--- config.mk ---
export PLATFORM = sky130hd
export DESIGN_NAME = mmr_mismatch_monitor
export DESIGN_NICKNAME = d
export VERILOG_FILES = /design/src/rtl/mmr_mismatch_monitor.sv
export SDC_FILE = /design/constraint.sdc
export NUM_CORES = 1
export LEC_CHECK = 0
export CAP_MARGIN = 40
export CORE_MARGIN = 4
export CORE_UTILIZATION = 57
export DETAILED_ROUTE_END_ITERATION = 10
export HOLD_SLACK_MARGIN = 0.12
export PLACE_DENSITY = 0.9
export SLEW_MARGIN = 30
export SYNTH_ARGS = -nofsm -noshare
export SYNTH_HDL_FRONTEND = slang
export SYNTH_SLANG_ARGS = --single-unit
--- constraint.sdc ---
create_clock -name clk_i -period 5.8 [get_ports clk_i]
set_clock_uncertainty 0.2 [all_clocks]
set_input_delay 0.58 -clock clk_i [delete_from_list [all_inputs] [get_ports clk_i]]
set_output_delay 0.58 -clock clk_i [all_outputs]
set_load 0.05 [all_outputs]
--- src/rtl/mmr_mismatch_monitor.sv ---
// mmr_mismatch_monitor
// Watches the replica outputs and mismatch flag of an upstream mmr_register.
// Produces a registered majority vote with a per-replica fault map and keeps
// saturating upset statistics. When a mismatch persists it raises a scrub
// request so that control logic can rewrite the register.
//
// Scrub handshake: scrub_req_o is a registered level that rises once a
// mismatch has persisted long enough. It stays high until scrub_ack_i is
// sampled high on a clock edge. scrub_req_o falls on that same edge.
// scrub_ack_i is ignored while no request is pending. A new request is only
// possible after the mismatch has been seen low for at least one edge.
module mmr_mismatch_monitor #(
    parameter int   K_MMR          = 3,
    parameter int   CNT_WIDTH      = 16,
    parameter int   PERSIST_CYCLES = 4,
    parameter logic RESET_VALUE    = 1'b0
) (
    input  logic                 clk_i,
    input  logic                 rst_i,
    input  logic                 Q_i [K_MMR-1:0],
    input  logic                 mismatch_i,
    input  logic                 clear_i,
    input  logic                 scrub_ack_i,
    output logic                 voted_o,
    output logic [K_MMR-1:0]     faulty_o,
    output logic [CNT_WIDTH-1:0] event_cnt_o,
    output logic [CNT_WIDTH-1:0] cycle_cnt_o,
    output logic                 scrub_req_o,
    output logic [1:0]           fsm_state_o
);

    // Reject parameter values that make the vote or the threshold meaningless.
    if (K_MMR < 3 || (K_MMR % 2) == 0) begin : g_bad_k_mmr
        $error("mmr_mismatch_monitor: K_MMR must be odd and >= 3");
    end
    if (PERSIST_CYCLES < 1 || PERSIST_CYCLES > 255) begin : g_bad_persist
        $error("mmr_mismatch_monitor: PERSIST_CYCLES must be in 1..255");
    end

    localparam int                   PW         = $clog2(K_MMR + 1);
    localparam logic [PW-1:0]        HALF       = PW'(K_MMR / 2);
    localparam logic [7:0]           PERSIST_LIM = 8'(PERSIST_CYCLES);
    localparam logic [CNT_WIDTH-1:0] CNT_MAX    = {CNT_WIDTH{1'b1}};

    typedef enum logic [1:0] {
        IDLE       = 2'd0,
        PERSIST    = 2'd1,
        REQ        = 2'd2,
        WAIT_CLEAR = 2'd3
    } state_t;

    state_t          state;
    state_t          state_d;
    logic [7:0]      pcnt;
    logic [7:0]      pcnt_d;
    logic            scrub_req_d;
    logic            mm_r;
    logic            mm_prev;
    logic [PW-1:0]   ones;
    logic            majority;
    logic [K_MMR-1:0] faulty_d;

    // Majority vote: count ones, flag every replica that disagrees with the result.
    always_comb begin
        ones     = '0;
        faulty_d = '0;
        for (int k = 0; k < K_MMR; k++) begin
            ones = ones + PW'(Q_i[k]);
        end
        majority = (ones > HALF);
        for (int k = 0; k < K_MMR; k++) begin
            faulty_d[k] = Q_i[k] ^ majority;
        end
    end

    // Register the vote and fault map (one cycle of latency from Q_i).
    always_ff @(posedge clk_i or posedge rst_i) begin
        if (rst_i) begin
            voted_o  <= RESET_VALUE;
            faulty_o <= '0;
        end else begin
            voted_o  <= majority;
            faulty_o <= faulty_d;
        end
    end

    // Input stage: mismatch_i only enters the logic through these two flops.
    always_ff @(posedge clk_i or posedge rst_i) begin
        if (rst_i) begin
            mm_r    <= 1'b0;
            mm_prev <= 1'b0;
        end else begin
            mm_r    <= mismatch_i;
            mm_prev <= mm_r;
        end
    end

    // Saturating statistics. A clear overrides any increment on the same edge.
    always_ff @(posedge clk_i or posedge rst_i) begin
        if (rst_i) begin
            cycle_cnt_o <= '0;
            event_cnt_o <= '0;
        end else if (clear_i) begin
            cycle_cnt_o <= '0;
            event_cnt_o <= '0;
        end else begin
            if (mm_r && cycle_cnt_o != CNT_MAX) begin
                cycle_cnt_o <= cycle_cnt_o + CNT_WIDTH'(1);
            end
            if (mm_r && !mm_prev && event_cnt_o != CNT_MAX) begin
                event_cnt_o <= event_cnt_o + CNT_WIDTH'(1);
            end
        end
    end

    // FSM state register, persistence counter and registered request.
    always_ff @(posedge clk_i or posedge rst_i) begin
        if (rst_i) begin
            state       <= IDLE;
            pcnt        <= '0;
            scrub_req_o <= 1'b0;
        end else begin
            state       <= state_d;
            pcnt        <= pcnt_d;
            scrub_req_o <= scrub_req_d;
        end
    end

    // FSM next-state logic: count consecutive mismatch samples, then request.
    always_comb begin
        state_d = state;
        pcnt_d  = pcnt;
        unique case (state)
            IDLE: begin
                if (mm_r) begin
                    state_d = PERSIST;
                    pcnt_d  = 8'd1;
                end
            end
            PERSIST: begin
                if (!mm_r) begin
                    state_d = IDLE;
                    pcnt_d  = '0;
                end else if (pcnt == PERSIST_LIM) begin
                    state_d = REQ;
                end else begin
                    pcnt_d = pcnt + 8'd1;
                end
            end
            REQ: begin
                // Once raised, the request is held until acknowledged.
                if (scrub_ack_i) begin
                    state_d = WAIT_CLEAR;
                end
            end
            WAIT_CLEAR: begin
                // Wait for the fault to go away so it is not requested twice.
                if (!mm_r) begin
                    state_d = IDLE;
                    pcnt_d  = '0;
                end
            end
            default: begin
                state_d = IDLE;
                pcnt_d  = '0;
            end
        endcase
    end

    // FSM output logic: the request flop is high exactly while in REQ.
    always_comb begin
        scrub_req_d = (state_d == REQ);
    end

    assign fsm_state_o = state;

endmodule

==> summary.txt <==
Min path
  – Hold depth: 1
  – Hold endpoint: event_cnt_o[12]
  – Min-delay src: event_cnt_o[12]
  – Hold Crit Class: register to register

Clock tree
  – Clock sinks: 49
  – Clock Tree Buf Depth: 2
  – Clk slew on worst S/H paths: roughly 0.09 ns
  – Setup Buffers After CTS: 0
  – TritonCTS clock tree: yes
  – Cts bufs inserted: 5
  – Post-CTS Resized: 0
  – H-tree depth: 2
  – CTS Hold Buffers Added: 0
  – Clk_lat worst skew: 0.30 ns
  – Clock root buffer: clkbuf_8

Routing
  – # DRC: 0
  – Post-route antenna net violation count: 0
  – 1st-iter DRT viols: 140
  – Routed wire per std cell: roughly 15 µm
  – Vias: 2447
  – Final WL: 5.945 mm
  – Vias per inst: ~6.4
  – TritonRoute pass-1 iters: 4

Power
  – VDD IR max: 0.0001424 V
  – P per Cell Area: 213.5 mW/mm²
  – Power, Total: 704.5 µW
  – Lkg Pwr: 1.291 nW

Synth
  – Sequential share of the synthesized area: 45.50%
  – Mapped Area: ~0.0027 mm²
  – Yosys warnings: 0
  – Mapped Cells: 285
  – Post-synthesis average cell area: approximately 9.5 µm²
  – Synthesized Nets: 298
  – #FFs+latches synth: 49
  – Post-synth ARST share: 100.0%
  – Post-synth EDFFs: 0
  – Main synth FF type: dfrtp_1
  – Yosys cell types: 50

Layout
  – P&R area growth vs syn: 22.42%
  – Nets: approximately 350
  – Layout cell share with drive strength beyond 1: ~7.5%
  – Util after Layout: 73.74%
  – Number of diodes: 0

GRT
  – First-pass GRT wire length: 10.44 mm
  – Antenna violations before repair: 0
  – All-Layer GR Usage: 21.27%
  – Vias in the first global route: around 2.3k
  – Total congestion overflow: 0
  – Largest net degree at the start of global routing: 50

Floorplan
  – I/O Pins: 47
  – Row count: 24
  – Die width: 76.76 µm
  – Die Span Y: 76.76 µm
  – Initial Util: between 60% and 70%
  – Die ar.: 0.005892 mm²
  – Core ar.: between 0.004 and 0.005 mm²

Setup path
  – CP Max Fanout: 13
  – Type of the worst setup path: register to output pin
  – Worst R2R Path Depth: 6
  – CP Launch Type: register
  – Longest individual stage delay on the worst path: 0.89 ns
  – Worst Path Buf+Inv: 1
  – Crit path DAT: 1.79 ns
  – RR Endpoint: cycle_cnt_o[7]
  – Cells along the critical path: clkdlybuf4s50_1
  – Critical path endpoint category: output pin
  – R2r setup slk: 3.55 ns
  – Delay-heaviest family, CP: buffers and inverters
  – CP max stage cell: clkdlybuf4s50_1
  – Req. time, crit path: 5.02 ns
  – Reg-to-reg startpoint: cycle_cnt_o[0]

Place
  – DP HPWL: 4.270 mm
  – Port-buffer cells: 46
  – GPL Wtd Cong: 0.8860

Timing
  – Fmax: 389.0 MHz
  – Max Slew Vio Count: 0
  – Final Hold Vio Count: 0
  – Final Cycle Share: 44.32%
  – Setup total negative slack: 0 ns
  – Worst-margin pin slew: ~0.66 ns
  – Final setup viols: 0
  – Tmin final: 2.571 ns
  – RSZ-0062 raised after global routing: no
  – Relative slew slack: 55.64%

Status
  – Outcome: finished clean

Run
  – MaxCap Viol Count: 0
worst reg2reg max path, stage by stage, from the launching register on:
cell     delay [ns]
dfrtp_1        0.43
ha_1           0.23
nand4_2        0.23
o41ai_2        0.59
buf_4          0.26
or4_1          0.12
a21oi_1        0.07
cell families (layout without fill, tap and decap cells):
group | after synthesis | count (layout) | share of synthesized area [%]
xor+xnor | 4 | 4 | 1.300
mux | 9 | 9 | 3.436
fa+ha+maj | 5 | 5 | 2.321
flops | 49 | 49 | 45.50
compound gates | 76 | 76 | 18.01
buf+inv | 22 | 70 | 4.132
simple gates | 120 | 120 | 25.30
report_power, final:
part | internal [mW] | switching, mW
logic | 0.0292 | 0.0546
registers | 0.351 | 0.0128
clock network | 0.140 | 0.116
stage by stage:
step,cells,hold WS (ns),setup WS [ns],cell area [µm²]
6_report,385,0.3541,3.229,3299
5_1_grt,385,0.3986,3.160,3299
4_1_cts,385,0.3524,3.234,3299
3_5_place_dp,377,0.3403,3.557,3179
3_3_place_gp,376,0.3376,3.408,3169
2_1_floorplan,285,0.1855,3.466,2695
final cells by class:
type | instances | area, µm²
Inverter | 14 | 55.05
Clock buffer | 6 | 82.58
Timing Repair Buffer | 48 | 475.5
Multi-Input combinational cell | 214 | 1358
Tap cell | 52 | 65.06
Clock inverter | 2 | 37.54
Sequential cell | 49 | 1226
Fill cell | 316 | 1175
per-layer routing:
layer	track usage [%]	vias to the layer above	wire, µm
met3	5.738	5	448
met4	7.790	0	53
li1	-	1173	-
met2	34.15	81	2808
met1	27.57	1188	2634
met5	0	-	0
placed cells by master (no fill, tap or decap), types with 4 or more instances in the layout:
cell type	instances
clkbuf_8	6
or4_1	8
ha_1	5
o31ai_1	9
nor2_1	23
o21ai_0	20
dfrtp_1	49
clkdlybuf4s50_1	46
inv_1	13
a211oi_1	4
nand2_1	20
nand3_1	13
nor3_1	13
or3_1	7
and4_1	4
nand4_1	10
mux2i_1	7
a21oi_1	25
worst max-delay path by stage:
stage | start | to | depth (start not counted)
floorplan | cycle_cnt_o[0] | cycle_cnt_o[14] | 5
global placement | cycle_cnt_o[0] | cycle_cnt_o[1] | 5
detailed placement | clear_i | cycle_cnt_o[14] | 6
CTS | fsm_state_o[0] | fsm_state_o[0] | 1
global route | fsm_state_o[0] | fsm_state_o[0] | 1
finish | fsm_state_o[0] | fsm_state_o[0] | 1
flip-flops by register name, summed over array words and instances, names as in the netlist:
name and flops:
mm_prev 1, cycle_cnt_o 16, mm_r 1, scrub_req_o 1, pcnt 8, faulty_o 3
event_cnt_o 16, fsm_state_o 2, voted_o 1
cell usage after synthesis (4+ instances only):
cell type | instances | area [µm²]
a21oi_1 | 25 | 125.1
mux2i_1 | 7 | 70.07
a211oi_1 | 4 | 30.03
dfrtp_1 | 49 | 1226
o21ai_0 | 20 | 100.1
o31ai_1 | 9 | 67.56
nor2_1 | 23 | 86.33
inv_1 | 14 | 52.55
nand2_1 | 20 | 75.07
or4_1 | 8 | 60.06
ha_1 | 5 | 62.56
nand4_1 | 10 | 62.56
nand3_1 | 13 | 65.06
and4_1 | 4 | 35.03
nor3_1 | 13 | 65.06
or3_1 | 7 | 43.79
Power figures use the tool's default switching activity.
